==> config.mk <==
export PLATFORM = sky130hd
export DESIGN_NAME = branch_predictor_gshare_flat
export DESIGN_NICKNAME = d
export VERILOG_FILES = /design/src/rtl/branch_predictor_gshare_if.sv /design/src/rtl/branch_predictor_gshare.sv /design/src/flat_wrapper.sv
export SDC_FILE = /design/constraint.sdc
export NUM_CORES = 1
export LEC_CHECK = 0
export ABC_CLOCK_PERIOD_IN_PS = 4600
export CORE_ASPECT_RATIO = 1.5
export CORE_UTILIZATION = 56
export DETAILED_ROUTE_END_ITERATION = 6
export PLACE_DENSITY = 0.76
export SLEW_MARGIN = 20
export SYNTH_ARGS = -nofsm -noshare
export SYNTH_HDL_FRONTEND = slang
export SYNTH_SLANG_ARGS = --single-unit
==> constraint.sdc <==
create_clock -name clk -period 4.6 [get_ports clk]
set_input_delay 0.69 -clock clk [delete_from_list [all_inputs] [get_ports clk]]
set_output_delay 0.69 -clock clk [all_outputs]
set_load 0.05 [all_outputs]
==> src/rtl/branch_predictor_gshare_if.sv <==
// Fetch/execute interface of the gshare branch predictor.
// The pipeline side uses the master modport and the predictor uses the slave modport.
interface branch_predictor_gshare_if #(
    parameter int WIDTH = 32,
    parameter int IDX   = 4
);
    logic [WIDTH-1:0] PCF;
    logic             StallF;
    logic             PredTakenF;
    logic [WIDTH-1:0] PredTargetF;
    logic [IDX-1:0]   PredIdxF;

    logic             BranchE;
    logic             JumpE;
    logic             TakenE;
    logic [WIDTH-1:0] PCE;
    logic [WIDTH-1:0] TargetE;
    logic             PredTakenE;
    logic [WIDTH-1:0] PredTargetE;
    logic [IDX-1:0]   PredIdxE;
    logic             MispredictE;
    logic [WIDTH-1:0] RecoverPCE;

    logic [31:0]      BranchCount;
    logic [31:0]      MispredCount;

    modport master (
        output PCF, StallF, BranchE, JumpE, TakenE, PCE, TargetE,
               PredTakenE, PredTargetE, PredIdxE,
        input  PredTakenF, PredTargetF, PredIdxF, MispredictE, RecoverPCE,
               BranchCount, MispredCount
    );

    modport slave (
        input  PCF, StallF, BranchE, JumpE, TakenE, PCE, TargetE,
               PredTakenE, PredTargetE, PredIdxE,
        output PredTakenF, PredTargetF, PredIdxF, MispredictE, RecoverPCE,
               BranchCount, MispredCount
    );
endinterface

==> src/rtl/branch_predictor_gshare.sv <==
// Gshare direction predictor with a direct-mapped BTB. Lookup happens in fetch, and training happens in execute.
// Defining BPU_STATS_EN adds the resolved-branch and mispredict statistics counters.
module branch_predictor_gshare #(
    parameter int WIDTH     = 32,
    parameter int ENTRIES   = 16,
    parameter int HIST_BITS = 4,
    parameter int CTR_BITS  = 2
) (
    input  logic                     clk,
    input  logic                     rst,
    branch_predictor_gshare_if.slave bus
);
    localparam int IDX   = $clog2(ENTRIES);
    localparam int TAG_W = WIDTH - IDX - 2;
    localparam logic [CTR_BITS-1:0] CTR_INIT = {1'b0, {(CTR_BITS-1){1'b1}}};
    localparam logic [CTR_BITS-1:0] CTR_MAX  = '1;
    localparam logic [CTR_BITS-1:0] CTR_MIN  = '0;

    logic [CTR_BITS-1:0] ctr        [ENTRIES];
    logic [ENTRIES-1:0]  btb_valid;
    logic [TAG_W-1:0]    btb_tag    [ENTRIES];
    logic [WIDTH-1:0]    btb_target [ENTRIES];
    logic [ENTRIES-1:0]  btb_jump;
    logic [HIST_BITS-1:0] ghr;

    logic [IDX-1:0]   f_bidx;
    logic [IDX-1:0]   f_cidx;
    logic [TAG_W-1:0] f_tag;
    logic             f_hit;
    logic             f_taken;
    logic [IDX-1:0]   e_bidx;
    logic [TAG_W-1:0] e_tag;
    logic             e_any;
    logic             e_branch;
    logic             e_btb_wr;
    logic             unused_stall;

    // The lookup reads only current state. So a same-cycle update to the same entry becomes visible on the next cycle.
    assign f_bidx  = bus.PCF[IDX+1:2];
    assign f_cidx  = f_bidx ^ IDX'(ghr);
    assign f_tag   = bus.PCF[WIDTH-1:IDX+2];
    assign f_hit   = btb_valid[f_bidx] && (btb_tag[f_bidx] == f_tag);
    assign f_taken = f_hit && (btb_jump[f_bidx] || ctr[f_cidx][CTR_BITS-1]);

    assign bus.PredTakenF  = f_taken;
    assign bus.PredTargetF = f_taken ? btb_target[f_bidx] : bus.PCF + WIDTH'(4);
    assign bus.PredIdxF    = f_cidx;

    // When BranchE and JumpE are both set, the transfer is treated as a jump.
    assign e_any    = bus.BranchE | bus.JumpE;
    assign e_branch = bus.BranchE & ~bus.JumpE;
    assign e_btb_wr = e_any & bus.TakenE;
    assign e_bidx   = bus.PCE[IDX+1:2];
    assign e_tag    = bus.PCE[WIDTH-1:IDX+2];

    assign bus.MispredictE = e_any &&
                             ((bus.PredTakenE != bus.TakenE) ||
                              (bus.TakenE && (bus.PredTargetE != bus.TargetE)));
    assign bus.RecoverPCE  = bus.TakenE ? bus.TargetE : bus.PCE + WIDTH'(4);

    // A stalled fetch only holds PCF steady. The lookup has no state of its own to freeze.
    assign unused_stall = bus.StallF;

    always_ff @(posedge clk or negedge rst) begin
        if (!rst) begin
            for (int i = 0; i < ENTRIES; i++) begin
                ctr[i] <= CTR_INIT;
            end
            btb_valid <= '0;
            btb_jump  <= '0;
            ghr       <= '0;
        end else begin
            if (e_branch) begin
                if (bus.TakenE) begin
                    if (ctr[bus.PredIdxE] != CTR_MAX)
                        ctr[bus.PredIdxE] <= ctr[bus.PredIdxE] + CTR_BITS'(1);
                end else begin
                    if (ctr[bus.PredIdxE] != CTR_MIN)
                        ctr[bus.PredIdxE] <= ctr[bus.PredIdxE] - CTR_BITS'(1);
                end
                ghr <= HIST_BITS'({ghr, bus.TakenE});
            end
            if (e_btb_wr) begin
                btb_valid[e_bidx] <= 1'b1;
                btb_jump[e_bidx]  <= bus.JumpE;
            end
        end
    end

    // The tag and target of an entry are meaningful only while its valid bit is set, so they need no reset.
    always_ff @(posedge clk) begin
        if (e_btb_wr) begin
            btb_tag[e_bidx]    <= e_tag;
            btb_target[e_bidx] <= bus.TargetE;
        end
    end

`ifdef BPU_STATS_EN
    logic [31:0] branch_cnt;
    logic [31:0] mispred_cnt;

    always_ff @(posedge clk or negedge rst) begin
        if (!rst) begin
            branch_cnt  <= '0;
            mispred_cnt <= '0;
        end else begin
            if (e_any)
                branch_cnt <= branch_cnt + 32'd1;
            if (bus.MispredictE)
                mispred_cnt <= mispred_cnt + 32'd1;
        end
    end

    assign bus.BranchCount  = branch_cnt;
    assign bus.MispredCount = mispred_cnt;
`else
    assign bus.BranchCount  = '0;
    assign bus.MispredCount = '0;
`endif
endmodule
==> src/flat_wrapper.sv <==
// flat-port wrapper written by rule: the top's interface ports become plain ports
module branch_predictor_gshare_flat 
#(
    parameter int WIDTH     = 32,
    parameter int ENTRIES   = 16,
    parameter int HIST_BITS = 4,
    parameter int CTR_BITS  = 2
)
  (clk, rst, bus_PCF, bus_StallF, bus_BranchE, bus_JumpE, bus_TakenE, bus_PCE, bus_TargetE, bus_PredTakenE, bus_PredTargetE, bus_PredIdxE, bus_PredTakenF, bus_PredTargetF, bus_PredIdxF, bus_MispredictE, bus_RecoverPCE, bus_BranchCount, bus_MispredCount);
  branch_predictor_gshare_if #(.WIDTH(WIDTH)) bus_i ();
  input  logic clk;
  input  logic rst;
  input wire logic [$bits(bus_i.PCF)-1:0] bus_PCF;
  input wire logic [$bits(bus_i.StallF)-1:0] bus_StallF;
  input wire logic [$bits(bus_i.BranchE)-1:0] bus_BranchE;
  input wire logic [$bits(bus_i.JumpE)-1:0] bus_JumpE;
  input wire logic [$bits(bus_i.TakenE)-1:0] bus_TakenE;
  input wire logic [$bits(bus_i.PCE)-1:0] bus_PCE;
  input wire logic [$bits(bus_i.TargetE)-1:0] bus_TargetE;
  input wire logic [$bits(bus_i.PredTakenE)-1:0] bus_PredTakenE;
  input wire logic [$bits(bus_i.PredTargetE)-1:0] bus_PredTargetE;
  input wire logic [$bits(bus_i.PredIdxE)-1:0] bus_PredIdxE;
  output wire logic [$bits(bus_i.PredTakenF)-1:0] bus_PredTakenF;
  output wire logic [$bits(bus_i.PredTargetF)-1:0] bus_PredTargetF;
  output wire logic [$bits(bus_i.PredIdxF)-1:0] bus_PredIdxF;
  output wire logic [$bits(bus_i.MispredictE)-1:0] bus_MispredictE;
  output wire logic [$bits(bus_i.RecoverPCE)-1:0] bus_RecoverPCE;
  output wire logic [$bits(bus_i.BranchCount)-1:0] bus_BranchCount;
  output wire logic [$bits(bus_i.MispredCount)-1:0] bus_MispredCount;
  assign bus_i.PCF = bus_PCF;
  assign bus_i.StallF = bus_StallF;
  assign bus_i.BranchE = bus_BranchE;
  assign bus_i.JumpE = bus_JumpE;
  assign bus_i.TakenE = bus_TakenE;
  assign bus_i.PCE = bus_PCE;
  assign bus_i.TargetE = bus_TargetE;
  assign bus_i.PredTakenE = bus_PredTakenE;
  assign bus_i.PredTargetE = bus_PredTargetE;
  assign bus_i.PredIdxE = bus_PredIdxE;
  assign bus_PredTakenF = bus_i.PredTakenF;
  assign bus_PredTargetF = bus_i.PredTargetF;
  assign bus_PredIdxF = bus_i.PredIdxF;
  assign bus_MispredictE = bus_i.MispredictE;
  assign bus_RecoverPCE = bus_i.RecoverPCE;
  assign bus_BranchCount = bus_i.BranchCount;
  assign bus_MispredCount = bus_i.MispredCount;
  branch_predictor_gshare #(.WIDTH(WIDTH), .ENTRIES(ENTRIES), .HIST_BITS(HIST_BITS), .CTR_BITS(CTR_BITS)) u_core (.clk(clk), .rst(rst), .bus(bus_i));
endmodule
==> run summary <==
The post-synthesis instance area is between 0.04 and 0.05 mm2. The post-route core utilization came out at 67.6%. The iteration count of the initial detailed-routing pass came out at 6. The count of nets left with antenna violations after detail routing is 0. The kind of end point of the critical path is an output pin. After routing the design area is between 0.04 and 0.05 mm2.

The fraction of synthesis flops using an asynchronous set or reset pin came out at around 6.8%. The minimum setup slack in the final design is 0.0453 ns. The pin count of the biggest net entering global routing is 48. Among all cell types in the netlist, the one instantiated most often is edfxtp_1.

The maximum resistive drop on vdd is 0.000280 V. The tightest min-delay check is of the primary input to asynchronous set/reset pin type. The DRC violations left came out at 0.

The initial cell density of the core is 56.5%. The number of buffers on the longest clock path came out at 3. The floorplan step defined a core boundary enclosing 0.0736 mm2. The violation count after the first detailed-routing iteration came out at a little under 3000. The routability-driven placement congestion ratio came out at 0.962. The final hold violation count is 0. For this run, the total global-route usage over all layers was measured as 31.5%. The floorplan step defined a die boundary enclosing 0.0753 mm2.

The H-tree depth reported by CTS came out at 3. The final routed wirelength across all metal layers is 117 mm. The detail-routed via count per cell is 6.49. The maximum achievable frequency is 220 MHz.

The count of final max-slew check failures came to 0. The commonest register cell after synthesis is edfxtp_1. After synthesis, the most frequently instantiated cells are edfxtp_1, mux4_2, nand2_1. TritonCTS built the clock tree. The TritonCTS sink count is 996. The number of inserted diodes came out at 0.

The share of the clock period used by the worst path is 99.0%. The power per standard cell area is a little over 400 mW/mm2. The sequential element share of the synthesized area is 71.2%.

The maximum single-stage delay on the critical path is 0.50 ns. Among all stages on the critical path, the largest delay is contributed by mux4_2. The kind of launch point of the worst setup path is a primary input. The final critical-path required period is between 4 and 5 ns. The die extent in x came out at 224 um. The layout cell share with drive strength beyond 1 is 32.2%.

The max-cap violation count is 0. The overall overflow remaining after global route came out at 0. Data arrives at the worst endpoint at between 3 and 4 ns.

The cell sitting at the root of the clock tree is a clkbuf_16. The category of the most critical setup path is primary input to output pin. The worst clock skew came out at 0.00915 ns.

The first-pass GRT wire length is around 160 mm. The cell area after placement is 0.0465 mm2. The mean cell area of the mapped netlist came out at ~20 um2. By area the synthesized netlist is led by edfxtp_1, mux4_2, dfrtp_1. The hold slack is 0.110 ns. The number of cells in the design after placement is 3416. Traced cell by cell, the critical path runs through buf_12 -> buf_12 -> buf_12 -> mux4_2 -> mux2i_1 -> mux2i_1 -> xnor2_1 -> o2111ai_2 -> nor4_4 -> nand4_4 -> buf_12 -> clkbuf_16 -> mux2_4 -> buf_12. In this run the core area contains 122 standard-cell rows.

The buffer and inverter count on the worst path is 6. By instance count, the cell type seen most on the critical path is buf_12. The floorplan die height is 336 um. The top-area cell type share of the netlist area came out at between 60% and 70%. Counting flops and latches in the post-synthesis netlist gives 996. The worst slack at placement is -0.139 ns.

Broken down by cell family, the worst path's largest delay share belongs to multiplexers. The synthesized design contains 928 enable-type register cells. The clock-pin slew reported for the worst setup and hold paths after clock tree synthesis came out at 0.06 ns. The sum of net half-perimeters after detailed placement is 73.8 mm. After synthesis, the netlist uses 58 different library cells. The hold-fix buffer count after cts is 0. The TritonCTS buffer count is 87. Relative to the synthesized area, the layout overhead comes to 19.7%. The leakage power figure is 16.9 nW. In this run the count of I/O pins placed on the die edge is 273. The headroom to the max-slew limit is 31.9%. The flow ran to the end, and the final reports show no timing, DRC or antenna violations. The clock reaches the later pin of the worst-skew pair after 0.65 ns. Of all nets on the critical path, the largest fanout is 11. STA puts the critical path data required time at 3.91 ns. The final cell count without fillers came out at around 3600. The number of warnings reported in the yosys synthesis log is 0. After the last flow step, the layout net total stands at 2679.

The number of antenna violations at the first check in global routing came to 3. The cell type with the highest aggregate area in the netlist is edfxtp_1. For this block, the via count after detailed routing is 23400. Dividing the detail-routed wire length by the instance count gives roughly 33 um. The gate count of the mapped netlist came out at about 2100.

The total power is slightly above 20 mW. The number of endpoints failing setup at the final stage came out at 0. The slew of the pin with the lowest slew margin came out at roughly 1.0 ns. The summed negative setup slack over all endpoints came out at 0 ns. The via count of the first global-routing pass came out at 23500.

During placement, the flow inserted port buffers numbering 207. Counting the fill cells in the layout gives 4561.
[layer usage]
metal	GRT usage (%)	up-vias	share of wire, %
met5	0	-	0.034
met4	17.7	6	6.1
met3	5.10	350	10
met2	51.9	1778	50
met1	40.1	12000	34
li1	-	9248	-
[cell type report]
type | instances | area (um2) | area share, %
Timing Repair Buffer | 433 | 4550 | 9.15
Clock inverter | 57 | 586 | 1.18
Multi-Input combinational cell | 993 | 11400 | 22.9
Clock buffer | 103 | 2300 | 4.63
Inverter | 22 | 92.6 | 0.186
Sequential cell | 996 | 29600 | 59.5
Tap cell | 992 | 1240 | 2.50
[power breakdown]
group | internal (mW) | switching [mW] | total [mW] | leakage (nW)
clock network | 4.21 | 3.25 | 7.46 | 1.40
registers | 10.2 | 0.143 | 10.4 | 9.17
logic | 1.02 | 1.33 | 2.35 | 6.31
total | 15.5 | 4.73 | 20.2 | 16.9
[placed cells by master, fill, tap and decap left out, drive strengths merged, types with 5 or more instances in the layout]
cell	n
bufinv	11
or2	14
nor3	13
edfxtp	928
mux4	277
a21oi	18
a221oi	5
clkinv	43
nand2b	12
clkinvlp	5
ha	7
o21ai	50
nor2b	9
xnor2	60
mux2i	59
nor2	70
inv	20
xor2	54
nand4	15
mux2	74
buf	288
clkbuf	106
a22oi	5
o22ai	9
nand2	91
and3	13
nor4	10
dfrtp	52
dfstp	16
nand3	29
clkdlybuf4s50	142
conb	64
[kinds of logic (layout without fill, tap and decap cells)]
group / Yosys count / after routing / share of synthesized area, %
buf+inv: 189 / 615 / 2.54
compound gates: 112 / 112 / 1.66
mux: 410 / 410 / 18.7
fa+ha+maj: 7 / 7 / 0.211
flops: 996 / 996 / 71.2
simple gates: 286 / 286 / 3.28
other cells: 1 / 64 / 0.00903
xor+xnor: 114 / 114 / 2.40
[timing repair]
item                       4_1_cts  5_1_grt
cloned                           0        3
resized for setup               12       19
pin swaps                        1        7
setup buffers                    0       17
setup endpoints to repair       36       35
[path summary, 6_finish.rpt]
path                                           start                    to  slack [ns]  cells after the start
min in group clk                u_core.btb_valid[10]  u_core.btb_valid[10]        0.47                      1
max in group asynchronous                        rst   u_core.btb_valid[4]        3.51                      2
worst min register to register  u_core.btb_valid[10]  u_core.btb_valid[10]        0.47                      1
worst max-delay path                      bus_PCF[2]   bus_PredTargetF[19]        0.05                     14
worst min-delay path                             rst  u_core.btb_valid[10]        0.11                      1
worst max register to register              register         u_core.ctr[5]        1.55                     11
[flip-flops by register name, indices dropped and copies added (netlist names), named ones only]
signal,cells
u_core.btb_tag,416
u_core.btb_valid,16
u_core.ctr,16
u_core.btb_target,512
u_core.btb_jump,16
u_core.ghr,4
Note: power is estimated with default switching activity, not from simulation.
